`config.mk`:
```
export PLATFORM = sky130hd
export DESIGN_NAME = operation_r_bw16_iter
export DESIGN_NICKNAME = d
export VERILOG_FILES = /design/src/rtl/operation_r_bw16_iter.sv
export SDC_FILE = /design/constraint.sdc
export NUM_CORES = 1
export LEC_CHECK = 0
export ABC_CLOCK_PERIOD_IN_PS = 4000
export CELL_PAD_IN_SITES_DETAIL_PLACEMENT = 1
export CELL_PAD_IN_SITES_GLOBAL_PLACEMENT = 1
export CORE_ASPECT_RATIO = 0.5
export CORE_MARGIN = 4
export CORE_UTILIZATION = 40
export CTS_CLUSTER_SIZE = 10
export DETAILED_ROUTE_END_ITERATION = 7
export PLACE_DENSITY_LB_ADDON = 0.1
export SETUP_SLACK_MARGIN = 0.15
export SYNTH_ARGS = -nofsm -noshare
export SYNTH_HDL_FRONTEND = slang
export SYNTH_SLANG_ARGS = --single-unit
```
`constraint.sdc`:
```
create_clock -name CLK -period 4 [get_ports CLK]
set_clock_uncertainty 0.05 [all_clocks]
set_input_delay 0.4 -clock CLK [delete_from_list [all_inputs] [get_ports CLK]]
set_output_delay 0.4 -clock CLK [all_outputs]
set_load 0.005 [all_outputs]
```
`src/rtl/operation_r_bw16_iter.sv`:
```
// Primitive-recursion stage: acc = IN0, then acc = g(k, acc) for k = 0..IN1-1 via a child block.
// Optional child-response watchdog with ERR output is built when OPR_TIMEOUT_EN is defined.
module operation_r_bw16_iter #(
    parameter int BW  = 16,
    parameter int CW  = 16,
    parameter int TMO = 255
) (
    input  logic          CLK,
    input  logic          RST,
    input  logic          ST,
    output logic          RD,
    output logic [BW-1:0] RES,
    input  logic [BW-1:0] IN0,
    input  logic [CW-1:0] IN1,
    output logic          CH_ST,
    output logic [CW-1:0] CH_IN0,
    output logic [BW-1:0] CH_IN1,
    input  logic          CH_RD,
    input  logic [BW-1:0] CH_RES
`ifdef OPR_TIMEOUT_EN
    ,
    output logic          ERR
`endif
);

    typedef enum logic [1:0] {
        IDLE   = 2'd0,
        CHECK  = 2'd1,
        WAITLO = 2'd2,
        WAITHI = 2'd3
    } state_t;

    state_t        state_r;
    logic          st_old_r;
    logic [BW-1:0] acc_r;
    logic [CW-1:0] n_r;
    logic [CW-1:0] k_r;
    logic          st_edge_s;
    logic          tmo_hit_s;

    assign st_edge_s = ST & ~st_old_r;

`ifdef OPR_TIMEOUT_EN
    // Watchdog is at least 8 bits wide regardless of CW so TMO up to 255 always fits.
    localparam int TW = (TMO > 255) ? $clog2(TMO + 1) : 8;
    logic [TW-1:0] wdog_r;

    assign tmo_hit_s = ((state_r == WAITLO) || (state_r == WAITHI)) && (wdog_r == TW'(TMO - 1));

    // Per-iteration cycle counter, restarted on every child launch.
    always_ff @(posedge CLK) begin
        if (RST) begin
            wdog_r <= '0;
        end else if ((state_r == WAITLO) || (state_r == WAITHI)) begin
            wdog_r <= wdog_r + TW'(1);
        end else begin
            wdog_r <= '0;
        end
    end

    // Error flag: set on watchdog expiry, cleared by the next accepted start.
    always_ff @(posedge CLK) begin
        if (RST) begin
            ERR <= 1'b0;
        end else if (tmo_hit_s) begin
            ERR <= 1'b1;
        end else if ((state_r == IDLE) && st_edge_s) begin
            ERR <= 1'b0;
        end else begin
            ERR <= ERR;
        end
    end
`else
    assign tmo_hit_s = 1'b0;
`endif

    // Start-edge history is kept even while in reset.
    always_ff @(posedge CLK) begin
        st_old_r <= ST;
    end

    // Iteration FSM with registered handshake outputs toward both sides.
    always_ff @(posedge CLK) begin
        if (RST) begin
            state_r <= IDLE;
            RD      <= 1'b1;
            RES     <= '0;
            CH_ST   <= 1'b0;
            CH_IN0  <= '0;
            CH_IN1  <= '0;
            acc_r   <= '0;
            n_r     <= '0;
            k_r     <= '0;
        end else if (tmo_hit_s) begin
            // Abandon the child and report the last good accumulator.
            CH_ST   <= 1'b0;
            RES     <= acc_r;
            RD      <= 1'b1;
            state_r <= IDLE;
        end else begin
            case (state_r)
                IDLE: begin
                    if (st_edge_s) begin
                        acc_r   <= IN0;
                        n_r     <= IN1;
                        k_r     <= '0;
                        RD      <= 1'b0;
                        state_r <= CHECK;
                    end else begin
                        RD <= 1'b1;
                    end
                end
                CHECK: begin
                    if (k_r == n_r) begin
                        RES     <= acc_r;
                        RD      <= 1'b1;
                        state_r <= IDLE;
                    end else begin
                        CH_IN0  <= k_r;
                        CH_IN1  <= acc_r;
                        CH_ST   <= 1'b1;
                        state_r <= WAITLO;
                    end
                end
                WAITLO: begin
                    if (!CH_RD) begin
                        CH_ST   <= 1'b0;
                        state_r <= WAITHI;
                    end else begin
                        CH_ST <= 1'b1;
                    end
                end
                WAITHI: begin
                    if (CH_RD) begin
                        acc_r   <= CH_RES;
                        k_r     <= k_r + CW'(1);
                        state_r <= CHECK;
                    end else begin
                        acc_r <= acc_r;
                    end
                end
                default: begin
                    state_r <= IDLE;
                    RD      <= 1'b1;
                    CH_ST   <= 1'b0;
                end
            endcase
        end
    end

endmodule

```
After elaboration in Yosys (flattened, before gate mapping)
Index checks and enable logic that the tools add are counted.
{ "totals": {"mem_bits_rw": 0, "romBits": 0, "word_cells": 51, "reg_bits": 101, "memories": 0, "input_bits": 52, "latch_bits": 0} }
{ "op_classes": {"shifts": 0, "eq_ne": 9, "n_lt_le_gt_ge": 0, "div": 0, "n_addsub": 1, "reduce_logical": 11, "mux": 17, "n_mul": 0, "bitwise_logic": 3} }
{ "ops": {"columns": ["cell", "n"], "rows": [
  ["two-way mux 16 bit", 4],
  ["case mux 16 bit (2 select lines)", 2],
  ["adder 16 x 1 -> 16 bit, second input constant", 1],
  ["equality test 16 bit", 1],
  ["!= test 2 bit, second input constant", 5],
  ["AND reduction 2 bit", 5],
  ["two-way mux 2 bit", 4],
  ["case mux 2 bit (4 select lines)", 1],
  ["AND reduction 3 bit", 2],
  ["nonzero test 2 bit", 3],
  ["equality test 2 bit, second input constant", 2],
  ["two-way mux 1 bit", 4],
  ["case mux 1 bit (2 select lines)", 2],
  ["equality test 2 x 1 -> 1 bit, second input constant", 1],
  ["zero test 2 bit", 1],
  ["NOT 1 bit", 2],
  ["bitwise AND 1 bit", 1]
]} }

Logic depth before layout (Yosys ltp)
{ "depth": {"word_depth": 4, "ltp_mapped": 8} }

Least setup slack after synthesis
OpenSTA, ideal clock, no wires.
{ "synth_timing": {"path_type": "reg-to-reg", "startpoint": "register state_r[0]", "endpoint": "register k_r[11]", "arrival_ns": 1.768, "slack_ns": 2.055, "path_stages_with_launch": 8, "path_buffers": 1, "path_cell_list": "dfxtp_1 > inv_1 > ha_1 > a2111o_1 > clkbuf_1 > nor4_1 > xnor2_1 > nor2_1"} }
{ "synth_via": {"elab_chain_cells": 3, "elab_cells_between_ends": 7, "classes_between": "eq/ne (3); mux (1); reduce/logical (3)"} }
{ "synth_rtl": {"columns": ["item", "line", "text"], "rows": [
  ["from (decl)", "33", "state_t state_r;"],
  ["from (signal assigned)", "85", "state_r <= IDLE;"],
  ["from (signal assigned)", "99", "state_r <= IDLE;"],
  ["from (signal assigned)", "108", "state_r <= CHECK;"],
  ["equality test 2 bit or zero test 2 bit (tied branches)", "101", "case (state_r)"],
  ["!= test 2 bit (no line) or nonzero test 2 bit (tied branches)", null, null],
  ["AND reduction 3 bit (no line)", null, null],
  ["to (signal assigned)", "136", "k_r <= k_r + CW'(1);"],
  ["to (decl)", "37", "logic [CW-1:0] k_r;"]
]} }
Several ways; a longest one is shown, not always the timed one.
A chain may end at the register's enable or synchronous reset.

Worst setup path in the final report
{ "layout_timing": {"startpoint": "register k_r[8]", "endpoint": "register RES[0]"} }
{ "layout_via": {"elab_chain_cells": 2} }
{ "layout_rtl": {"columns": ["item", "line", "text"], "rows": [
  ["equality test 16 bit", "114", "if (k_r == n_r) begin"],
  ["AND reduction 2 bit (no line)", null, null],
  ["to (signal assigned)", "97", "RES <= acc_r;"],
  ["to (signal assigned)", "115", "RES <= acc_r;"],
  ["to (decl)", "12", "output logic [BW-1:0] RES,"]
]} }
No other way between the ends.

==> summary by stage <==
Outcome
The flow ran to the end, and the final reports show no timing, DRC or antenna violations.

Worst setup path
Traced cell by cell, the critical path runs through xnor2_1 -> nand4_2 -> nor4_4 -> buf_4 -> and2_0 -> o21ai_0. For the worst flop-to-flop path, the logic depth is 6. The data required time of the critical path is 4.14 ns. The maximum net fanout on the critical path is 18.

The critical path endpoint category is a register. At the worst endpoint, the arrival time is 2.77 ns. The delay of the slowest critical-path stage is 0.78 ns. The number of stages on the worst setup path is 6. The number of buffer and inverter instances along the worst setup path is 1. The slowest stage cell on the critical path is sky130_fd_sc_hd__and2_0.

The type of origin of the critical path is a register. The cell family contributing the most delay on the critical path is simple AND/OR/NAND/NOR gates. The category of the most critical setup path is reg2reg.

Run
The number of maximum-capacitance violations is 0.

STA
The max-slew violation count is 0. Counting I/O delays and the setup requirement, the final critical path takes roughly 2.6 ns. The maximum frequency from static timing analysis is 380 MHz.

The pin slew with the least headroom to its limit is 0.946 ns. Summed over all failing endpoints, the final setup total negative slack is 0 ns. The relative max-transition margin is 36.9%.

The tightest hold path in the finished design has a slack of 0.420 ns. The number of endpoints with negative hold slack in the final report is 0. The post-route clock period utilization is 65.8%. Setup repair after global routing left no endpoint under its margin. The number of setup violations in the final report is 0.

Clocking
The clock insertion delay at the later pin of the skew report is ~0.35 ns. The number of buffers created by CTS is 9. After clock tree synthesis, the clock-pin slew on the worst setup and hold paths is approximately 0.070 ns. TritonCTS built the clock tree. The count of clock tree sinks is 101. In this run, post-CTS hold repair placed 0 buffers. CTS built an H-tree with a depth of 3. Buffers added to address setup during post-CTS repair amount to 0. The root buffer cell chosen for the clock tree is sky130_fd_sc_hd__clkbuf_16.

The longest clock path from root to sink contains 2 buffers. The number of instances resized during post-cts repair is 0.

Synth
The synthesis warning total is 0. The unique cell type count in the Yosys netlist is 43. A synthesized cell averages 9.46 sq um. Yosys attributes the largest share of cell area to sky130_fd_sc_hd__dfxtp_1 47%, sky130_fd_sc_hd__mux2i_1 11%, sky130_fd_sc_hd__nor2_1 5.7%.

In this run, synthesis produced a sequential element count of roughly 100. Of the post-synthesis cell area, the dominant cell type holds 46.7%. The library cell with the largest summed area after synthesis is sky130_fd_sc_hd__dfxtp_1. The cell area after technology mapping is 4330 sq um. The cell count after synthesis came out at between 400 and 500. The synthesized netlist net count is slightly above 500.

After synthesis, flip-flops and latches occupy 46.7% of the total area.

Global route
The via count of the first global-routing pass is between 3,000 and 4,000. The initial antenna violation count is 0. The global route total overflow is 0. The largest net degree at the start of global routing is 61.

In the global route stage, overall resource usage came out at 19.3%. The first global-routing pass estimated roughly 19 mm of wire.

Pwr
Of the total power, the share spent switching nets is between 20% and 30%. The share of total power dissipated in combinational logic is 17.3%. The power per cell area is roughly 430 nW/um^2.

The internal power is 0.00177 W. The static leakage is 2.10 nW. The clock network accounts for a little over a third of the total power.

The part of the power in registers is 46.2%. Across the VDD grid, the largest voltage drop is 0.181 mV. In this run the power spent charging and discharging nets is 0.000654 W.

Detailed routing
For this run, the detailed router's first-pass iteration total came to 4. The routed via count divided by cell count is 5.10. The average routed wire per standard cell is 16.9 um. After the first detailed-routing iteration, the DRC count stood at 175.

The number of vias after detailed routing is approximately 3,500. The total detailed-routing wirelength is 11.7 mm. In the routed design, unresolved DRC markers number 0. The number of nets with antenna violations after routing is 0.

Place
The number of buffers inserted by port buffering is a little over 100. The HPWL after detailed placement is 7.92 mm. The routability congestion estimate is 0.767.

Floorplan
The floorplan die area is ~13,000 sq um. ~100 I/O pins were placed. After floorplanning, the core was sized to cover approximately 10,000 sq um.

The starting utilization of the core area is a little over two fifths. The floorplan has 26 rows. From bottom edge to top edge, the die measures 81.6 um. From left edge to right edge, the die measures 155 um.

Final layout
The final antenna diode count is 0. The share of layout cells above drive strength 1 is approximately 5.4%. The top cell types in the final layout, fill and taps aside, are 101 x sky130_fd_sc_hd__dfxtp_1, 100 x sky130_fd_sc_hd__clkdlybuf4s50_1, 66 x sky130_fd_sc_hd__nor2_1, 48 x sky130_fd_sc_hd__mux2i_1, 44 x sky130_fd_sc_hd__nand2_1.

Leaving out fill and tap cells, the most frequent cell in the layout is sky130_fd_sc_hd__dfxtp_1. The number of nets in the layout is 604. Compared with the post-synthesis result, the final layout area differs by 31.7%.

Min path
The path type of the worst min-delay path is reg2reg. The worst hold path depth is 1.
[layout make-up]
| type | count | area (sq um) |
|---|---|---|
| fill | 1189 | 4670 |
| multi-input combinational | 322 | 2140 |
| sequential | 101 | 2020 |
| timing repair buffer | 107 | 1050 |
| clock buffer | 11 | 243 |
| tap | 140 | 175 |
| clock inverter | 5 | 60.1 |
| inverter | 5 | 18.8 |
[layer usage]
layer / track usage [%] / part of all wire, %
met2: 33.2 / 46
met4: 5.11 / 1.1
met5: 0 / 0
met3: 6.37 / 5.3
met1: 23.7 / 48
[worst paths after layout]
check                           slack (ns)                start                   to
worst max-delay path                  1.37  k_r[8]$_SDFFE_PP0P_  RES[0]$_SDFFE_PP0P_
worst min-delay path                  0.42      RD$_SDFFE_PP1P_      RD$_SDFFE_PP1P_
worst max register to register        1.37  k_r[8]$_SDFFE_PP0P_  RES[0]$_SDFFE_PP0P_
worst min register to register        0.42      RD$_SDFFE_PP1P_      RD$_SDFFE_PP1P_
[Yosys cell counts, drive strengths merged]
cell	number
dfxtp	101
nor2	66
mux2i	48
nand2	44
xnor2	26
clkbuf	21
a21oi	19
nand2b	19
a211oi	18
o21ai	17
nand4b	16
nand4	9
buf	8
nor3	7
ha	6
inv	5
and3	3
nand3	3
nor4	3
xor2	3
a2111o	2
and2	2
nor2b	2
a21boi	1
a221oi	1
and4	1
dlygate4sd1	1
mux2	1
o21bai	1
o221a	1
o32ai	1
o41ai	1
or3	1
[flip-flops by register name, indices dropped and copies added, names as in the netlist]
name,cells
CH_IN0,16
CH_IN1,16
CH_ST,1
RD,1
RES,16
acc_r,16
k_r,16
n_r,16
st_old_r,1
state_r,2
[worst reg2reg max path: stages (launching register included)]
cell and delay, ns:
sky130_fd_sc_hd__dfxtp_1 0.47, sky130_fd_sc_hd__xnor2_1 0.18, sky130_fd_sc_hd__nand4_2 0.19, sky130_fd_sc_hd__nor4_4 0.30, sky130_fd_sc_hd__buf_4 0.27, sky130_fd_sc_hd__and2_0 0.79, sky130_fd_sc_hd__o21ai_0 0.23
[power by group through the flow]
stage	Combinational, W	Clock (W)	Sequential [W]
finish	0.000421	0.000885	0.00112
global route	0.000466	0.000948	0.00113
CTS	0.000425	0.000908	0.00112
detailed placement	0.000423	0	0.00114
global placement	0.000413	0	0.00114
floorplan	0.000274	0	0.00113
[metrics by stage]
step,area [sq um],utilization (%),total power [W],instances,setup WS (ns)
after floorplan,4330,-,0.00140,458,2.05
after global placement,5400,52.1,0.00156,675,1.45
after detailed placement,5400,52.1,0.00157,675,1.37
after CTS,5710,55.0,0.00245,691,1.34
after global routing,5710,55.0,0.00254,691,1.13
final,5710,55.0,0.00243,691,1.37
[cells by family after synthesis]
logic type | Yosys count | synth area share [%]
simple gates | 176 | 20.6
flops | 101 | 46.7
compound gates | 62 | 9.45
mux | 49 | 11.4
buf+inv | 35 | 4.30
xor+xnor | 29 | 5.86
fa+ha+maj | 6 | 1.73
Note: power is estimated with default switching activity, not from simulation.
